==> config.mk <==
export PLATFORM = sky130hd
export DESIGN_NAME = core_sequencer
export DESIGN_NICKNAME = d
export VERILOG_FILES = /design/src/rtl/core_sequencer.sv
export SDC_FILE = /design/constraint.sdc
export NUM_CORES = 1
export LEC_CHECK = 0
export CORE_MARGIN = 4
export CORE_UTILIZATION = 46
export CTS_CLUSTER_DIAMETER = 30
export DETAILED_ROUTE_END_ITERATION = 8
export PLACE_DENSITY = 0.85
export SETUP_SLACK_MARGIN = 0.05
export SYNTH_ARGS = -nofsm -noshare
export SYNTH_HDL_FRONTEND = slang
export SYNTH_SLANG_ARGS = --single-unit
==> constraint.sdc <==
create_clock -name clk -period 2.1 [get_ports clk]
set_input_delay 0.63 -clock clk [delete_from_list [all_inputs] [get_ports clk]]
set_output_delay 0.63 -clock clk [all_outputs]
set_load 0.01 [all_outputs]
==> src/rtl/core_sequencer.sv <==
// Fetch/decode/execute controller: fetches a 20-bit word over req/ack and issues one core_step per instruction.
// Optional single-step mode (PAUSE state and step input) is enabled by defining SEQ_SINGLE_STEP_EN.
module core_sequencer #(
  parameter int IW      = 20,
  parameter int TIMEOUT = 15
) (
  input  logic          clk,
  input  logic          rst_n,
  input  logic          start,
  input  logic [7:0]    pc,
  output logic          ifetch_req,
  output logic [7:0]    ifetch_addr,
  input  logic          ifetch_ack,
  input  logic [IW-1:0] ifetch_data,
`ifdef SEQ_SINGLE_STEP_EN
  input  logic          step,
`endif
  output logic          core_step,
  output logic          mem_inst,
  output logic          alu_inst,
  output logic          jmp_inst,
  output logic          irs,
  output logic          ms1,
  output logic          ms0,
  output logic [2:0]    rs,
  output logic [2:0]    ar,
  output logic [2:0]    bs,
  output logic [3:0]    op,
  output logic [7:0]    imm,
  output logic          busy,
  output logic          halted,
  output logic          err,
  output logic [15:0]   icount
);

  typedef enum logic [2:0] {
    S_IDLE,
    S_FETCH,
    S_WAIT,
    S_EXEC,
    S_HALT,
    S_FAULT
`ifdef SEQ_SINGLE_STEP_EN
    , S_PAUSE
`endif
  } state_t;

  state_t      state_q, state_d;
  logic [3:0]  wait_cnt_q, wait_cnt_d;
  logic        halt_pend_q, halt_pend_d;
  logic [15:0] icount_q, icount_d;
  logic        req_q, req_d;
  logic [7:0]  addr_q, addr_d;
  logic        step_q, step_d;
  logic        mem_q, mem_d;
  logic        alu_q, alu_d;
  logic        jmp_q, jmp_d;
  logic        irs_q, irs_d;
  logic [1:0]  ms_q, ms_d;
  logic [2:0]  rs_q, rs_d;
  logic [2:0]  ar_q, ar_d;
  logic [2:0]  bs_q, bs_d;
  logic [3:0]  op_q, op_d;
  logic [7:0]  imm_q, imm_d;
  logic        busy_q, busy_d;
  logic        halted_q, halted_d;
  logic        err_q, err_d;

  logic [1:0] cls;
  logic [3:0] op_f;
  logic [2:0] rd_f;
  logic [2:0] rb_f;
  logic [7:0] imm_f;
  logic       halt_word;

  assign cls       = ifetch_data[19:18];
  assign op_f      = ifetch_data[17:14];
  assign rd_f      = ifetch_data[13:11];
  assign rb_f      = ifetch_data[10:8];
  assign imm_f     = ifetch_data[7:0];
  assign halt_word = (cls == 2'b11) && (rd_f == 3'b111);

  // Controls are decoded straight into their output flops on the WAIT->EXEC edge,
  // so they are valid for exactly the EXEC cycle and zero everywhere else.
  always_comb begin
    state_d     = state_q;
    wait_cnt_d  = wait_cnt_q;
    halt_pend_d = halt_pend_q;
    icount_d    = icount_q;
    addr_d      = addr_q;
    step_d      = 1'b0;
    mem_d       = 1'b0;
    alu_d       = 1'b0;
    jmp_d       = 1'b0;
    irs_d       = 1'b0;
    ms_d        = 2'b00;
    rs_d        = 3'b000;
    ar_d        = 3'b000;
    bs_d        = 3'b000;
    op_d        = 4'h0;
    imm_d       = 8'h00;

    case (state_q)
      S_IDLE, S_HALT, S_FAULT: begin
        if (start) begin
          state_d = S_FETCH;
          addr_d  = pc;
        end
      end
      S_FETCH: begin
        state_d    = S_WAIT;
        wait_cnt_d = 4'd0;
      end
      S_WAIT: begin
        if (ifetch_ack) begin
          state_d     = S_EXEC;
          halt_pend_d = halt_word;
          if (!halt_word) begin
            step_d   = 1'b1;
            icount_d = icount_q + 16'd1;
          end
          case (cls)
            2'b00, 2'b01: begin
              alu_d = 1'b1;
              irs_d = cls[0];
              rs_d  = rd_f;
              ar_d  = rd_f;
              bs_d  = rb_f;
              op_d  = op_f;
              imm_d = imm_f;
            end
            2'b10: begin
              if (op_f[1:0] != 2'b00) begin
                mem_d = 1'b1;
                ms_d  = op_f[1:0];
                rs_d  = rd_f;
                ar_d  = rb_f;
                imm_d = imm_f;
              end
            end
            default: begin
              if (rd_f == 3'b000) begin
                jmp_d = 1'b1;
                op_d  = op_f;
                imm_d = imm_f;
              end
            end
          endcase
        end else if (wait_cnt_q == 4'(TIMEOUT - 1)) begin
          state_d = S_FAULT;
        end else begin
          wait_cnt_d = wait_cnt_q + 4'd1;
        end
      end
      S_EXEC: begin
        if (halt_pend_q) begin
          state_d = S_HALT;
        end else begin
`ifdef SEQ_SINGLE_STEP_EN
          state_d = S_PAUSE;
`else
          state_d = S_FETCH;
          addr_d  = pc;
`endif
        end
      end
`ifdef SEQ_SINGLE_STEP_EN
      S_PAUSE: begin
        if (step) begin
          state_d = S_FETCH;
          addr_d  = pc;
        end
      end
`endif
      default: state_d = S_IDLE;
    endcase

    req_d    = (state_d == S_FETCH) || (state_d == S_WAIT);
    halted_d = (state_d == S_HALT);
    err_d    = (state_d == S_FAULT);
`ifdef SEQ_SINGLE_STEP_EN
    busy_d   = (state_d == S_FETCH) || (state_d == S_WAIT) || (state_d == S_EXEC) ||
               (state_d == S_PAUSE);
`else
    busy_d   = (state_d == S_FETCH) || (state_d == S_WAIT) || (state_d == S_EXEC);
`endif
  end

  always_ff @(posedge clk or negedge rst_n) begin
    if (!rst_n) begin
      state_q     <= S_IDLE;
      wait_cnt_q  <= 4'd0;
      halt_pend_q <= 1'b0;
      icount_q    <= 16'd0;
      req_q       <= 1'b0;
      addr_q      <= 8'h00;
      step_q      <= 1'b0;
      mem_q       <= 1'b0;
      alu_q       <= 1'b0;
      jmp_q       <= 1'b0;
      irs_q       <= 1'b0;
      ms_q        <= 2'b00;
      rs_q        <= 3'b000;
      ar_q        <= 3'b000;
      bs_q        <= 3'b000;
      op_q        <= 4'h0;
      imm_q       <= 8'h00;
      busy_q      <= 1'b0;
      halted_q    <= 1'b0;
      err_q       <= 1'b0;
    end else begin
      state_q     <= state_d;
      wait_cnt_q  <= wait_cnt_d;
      halt_pend_q <= halt_pend_d;
      icount_q    <= icount_d;
      req_q       <= req_d;
      addr_q      <= addr_d;
      step_q      <= step_d;
      mem_q       <= mem_d;
      alu_q       <= alu_d;
      jmp_q       <= jmp_d;
      irs_q       <= irs_d;
      ms_q        <= ms_d;
      rs_q        <= rs_d;
      ar_q        <= ar_d;
      bs_q        <= bs_d;
      op_q        <= op_d;
      imm_q       <= imm_d;
      busy_q      <= busy_d;
      halted_q    <= halted_d;
      err_q       <= err_d;
    end
  end

  assign ifetch_req  = req_q;
  assign ifetch_addr = addr_q;
  assign core_step   = step_q;
  assign mem_inst    = mem_q;
  assign alu_inst    = alu_q;
  assign jmp_inst    = jmp_q;
  assign irs         = irs_q;
  assign ms1         = ms_q[1];
  assign ms0         = ms_q[0];
  assign rs          = rs_q;
  assign ar          = ar_q;
  assign bs          = bs_q;
  assign op          = op_q;
  assign imm         = imm_q;
  assign busy        = busy_q;
  assign halted      = halted_q;
  assign err         = err_q;
  assign icount      = icount_q;

endmodule

==> flow_summary.yaml <==
clock_tree:
  root_buffer: "clkbuf_8"
  cts_sinks: 64
  cts_resized: 0
  cts_hold_buf: 0
  cts_tree: "yes"
  post_cts_buffers: 0
  cts_buffer_depth: 2
  cts.clk_slew.worst_paths_ns: 0.07
  cts_max_level: 3
  clock_latency_ns: 0.34
  numCtsBuffers: 9
sta:
  relSlewSlack: 0.6619
  final-hold-violation-count: 0
  rsz0062_at_grt: "false"
  finalSetupViolCount: 0
  skew_ns: 0.008701
  period_share: 0.9363
  slew_violations: 0
  timing.final.crit_period_ns: 1.966
  fmax_ghz: 0.5086
  worst_pin_slew_ns: 0.5071
power:
  p_leak_uw: 0.001746
  p_switching_uw: 1375
  p_comb_frac: 0.327
  pwr-share-clk: 0.301
  p_int_uw: 3230
  peakVddDrop_mv: 0.6907
  p_sw_frac: 0.2986
  p_per_area_nw_per_um2: 1138
  p_seq_frac: 0.371
run_status:
  status: "complete, no violations"
critical_path:
  crit_cells: 1
  cp_max_fo: 5
  required_ns: 1.47
  crit_buf_inv: 1
  path_delay_family: "buffers and inverters"
  worst-setup-path-type: "reg2out"
  r2r_slack_ns: 0.42
  endpoint_kind: "output pin"
  cp_data_arrival_time_ns: 1.34
  critPathLaunchType: "flip-flop"
  path_cells: "clkdlybuf4s50_1"
  rr_worst_depth: 5
  slowest_delay_ns: 0.57
  cpMaxStageDelayCell: "clkdlybuf4s50_1"
floorplan:
  core-area_um2: 5608
  initial_core_util: 0.4810
  die_area_um2: 7154
  rows: 27
  die_y_um: 84.58
  io_pins: 88
  fp.dieW_um: 84.58
route:
  vias: 2113
  route.final.wire_length_um: 6735
  drt_first_pass_iters: 4
  detail_route.wl_per_cell_um: 16.59
  via_per_inst: 5.204
  ant_nets: 0
  drc: 0
  drtIter0Drc: 115
finish:
  finalNetCount: 364
  final_area_um2: 4049
  fin_util: 0.7220
  final_common_cell: "clkdlybuf4s50_1"
  layout_common_cells: "clkdlybuf4s50_1, dfrtp_1, and2_1"
  antennaDiodeCount: 0
  area_growth_syn_to_layout_pct: 50.09
  drive_gt1_frac: 0.1766
  fin_cells: 406
yosys:
  async_reset_ff_frac: 1.000
  syn-num-nets: 254
  yosys_warnings: 0
  ys_types: 44
  yosysTopAreaCell: "dfrtp_1"
  synth-seq-cells: 64
  syn-instance-count: 219
  postSynthAreaPerCell_um2: 12.32
  yosysSeqAreaShare: 0.5937
  netlist_top_cells_area: "dfrtp_1, and2_1, xnor2_1"
  synth_edf_count: 0
  synth_top_area_share: 0.5937
  syn_area_um2: 2698
  ys.flop_type: "dfrtp_1"
run:
  drv_cap: 0
grt:
  grt_usage: 0.2088
  antenna_found_initial: 0
  grt_overflow_total: 0
  grt_pass1_wl_um: 11510
  grt_start_max_net_pins: 28
  grt_pass1_vias: 2253
worst_hold_path:
  min_path_type: "in2async"
placed_design:
  placed_area_um2: 3779
  dp.cells: 390
  post-dp-hpwl_um: 4875
  gp_congestion: 0.8796
  io_buffer_count: 87
metal layers:
metal / wire, um / track usage / up-vias
met5: 0 / 0 / -
met4: 120 / 0.06763 / 0
li1: - / - / 994
met2: 3450 / 0.3523 / 89
met3: 538 / 0.08047 / 11
met1: 2626 / 0.2448 / 1019
final timing paths:
kind / start / end
setup / recovery: icount[10] / icount[10]
hold / removal: rst_n / icount[12]
setup reg to reg: state_q[2] / icount[13]
hold reg to reg: icount[8] / icount[8]
max in group asynchronous: rst_n / icount[6]
min in group clk: icount[8] / icount[8]
cell usage after synthesis, types with 2 or more instances:
cell / number
nand2_1: 13
and4_1: 4
and3_1: 4
o21ai_0: 2
clkbuf_1: 4
nor2_1: 7
dfrtp_1: 64
nand2b_1: 6
nand4_1: 8
buf_2: 3
o311ai_0: 2
o211ai_1: 3
ha_1: 3
xnor2_1: 14
and2_1: 23
a21oi_1: 7
nand3_1: 12
inv_1: 5
mux2_2: 9
nor3b_1: 2
power groups by stage:
stage               clock, uW  combinational, uW  sequential, uW
floorplan                   0                728            1760
global route             1480               1630            1750
detailed placement          0               1510            1730
CTS                      1410               1530            1710
global placement            0               1460            1710
finish                   1390               1510            1710
worst reg2reg max path, cell delays in order, from the launching register on:
cell       delay (ns)
dfrtp_1          0.54
nand4bb_4        0.31
a211oi_4         0.18
buf_4            0.21
nand4_1          0.16
xnor2_1          0.17
cell type report:
cell class,count,area [um^2]
Inverter,5,18.77
Clock inverter,7,142.6
Clock buffer,9,123.9
Tap cell,72,90.09
Sequential cell,64,1605
Timing Repair Buffer,106,1021
Fill cell,375,1559
Multi-Input combinational cell,143,1047
logic make-up (layout without fill, tap and decap cells):
kind of cell / Yosys count / after routing / share of synthesized area
AND/OR/NAND/NOR: 88 / 88 / 0.1967
flip-flops: 64 / 64 / 0.5937
AO/OA/AOI/OAI: 28 / 28 / 0.09138
XOR/XNOR: 15 / 15 / 0.04870
buffers and inverters: 12 / 127 / 0.01809
multiplexers: 9 / 9 / 0.03757
adder cells (fa/ha/maj): 3 / 3 / 0.01392
per-stage QoR:
stage	setup TNS, ns	power [uW]	worst slack, ns	hold WS (ns)
after floorplan	0	2485	0.4292	0.3344
after global placement	-1.388	3169	-0.07618	0.4643
after detailed placement	-2.812	3239	-0.1416	0.4656
after CTS	0	4642	0.09276	0.2564
after global routing	0	4868	0.07165	0.2755
final	0	4606	0.1338	0.2487
state kept, by name (all words and copies together), names as in the netlist, 2 cells and up:
signal	flops
ifetch_addr	8
icount	16
state_q	3
imm	8
bs	3
ar	3
rs	3
op	4
wait_cnt_q	4
ms_q	2
Note: power is estimated with default switching activity, not from simulation.
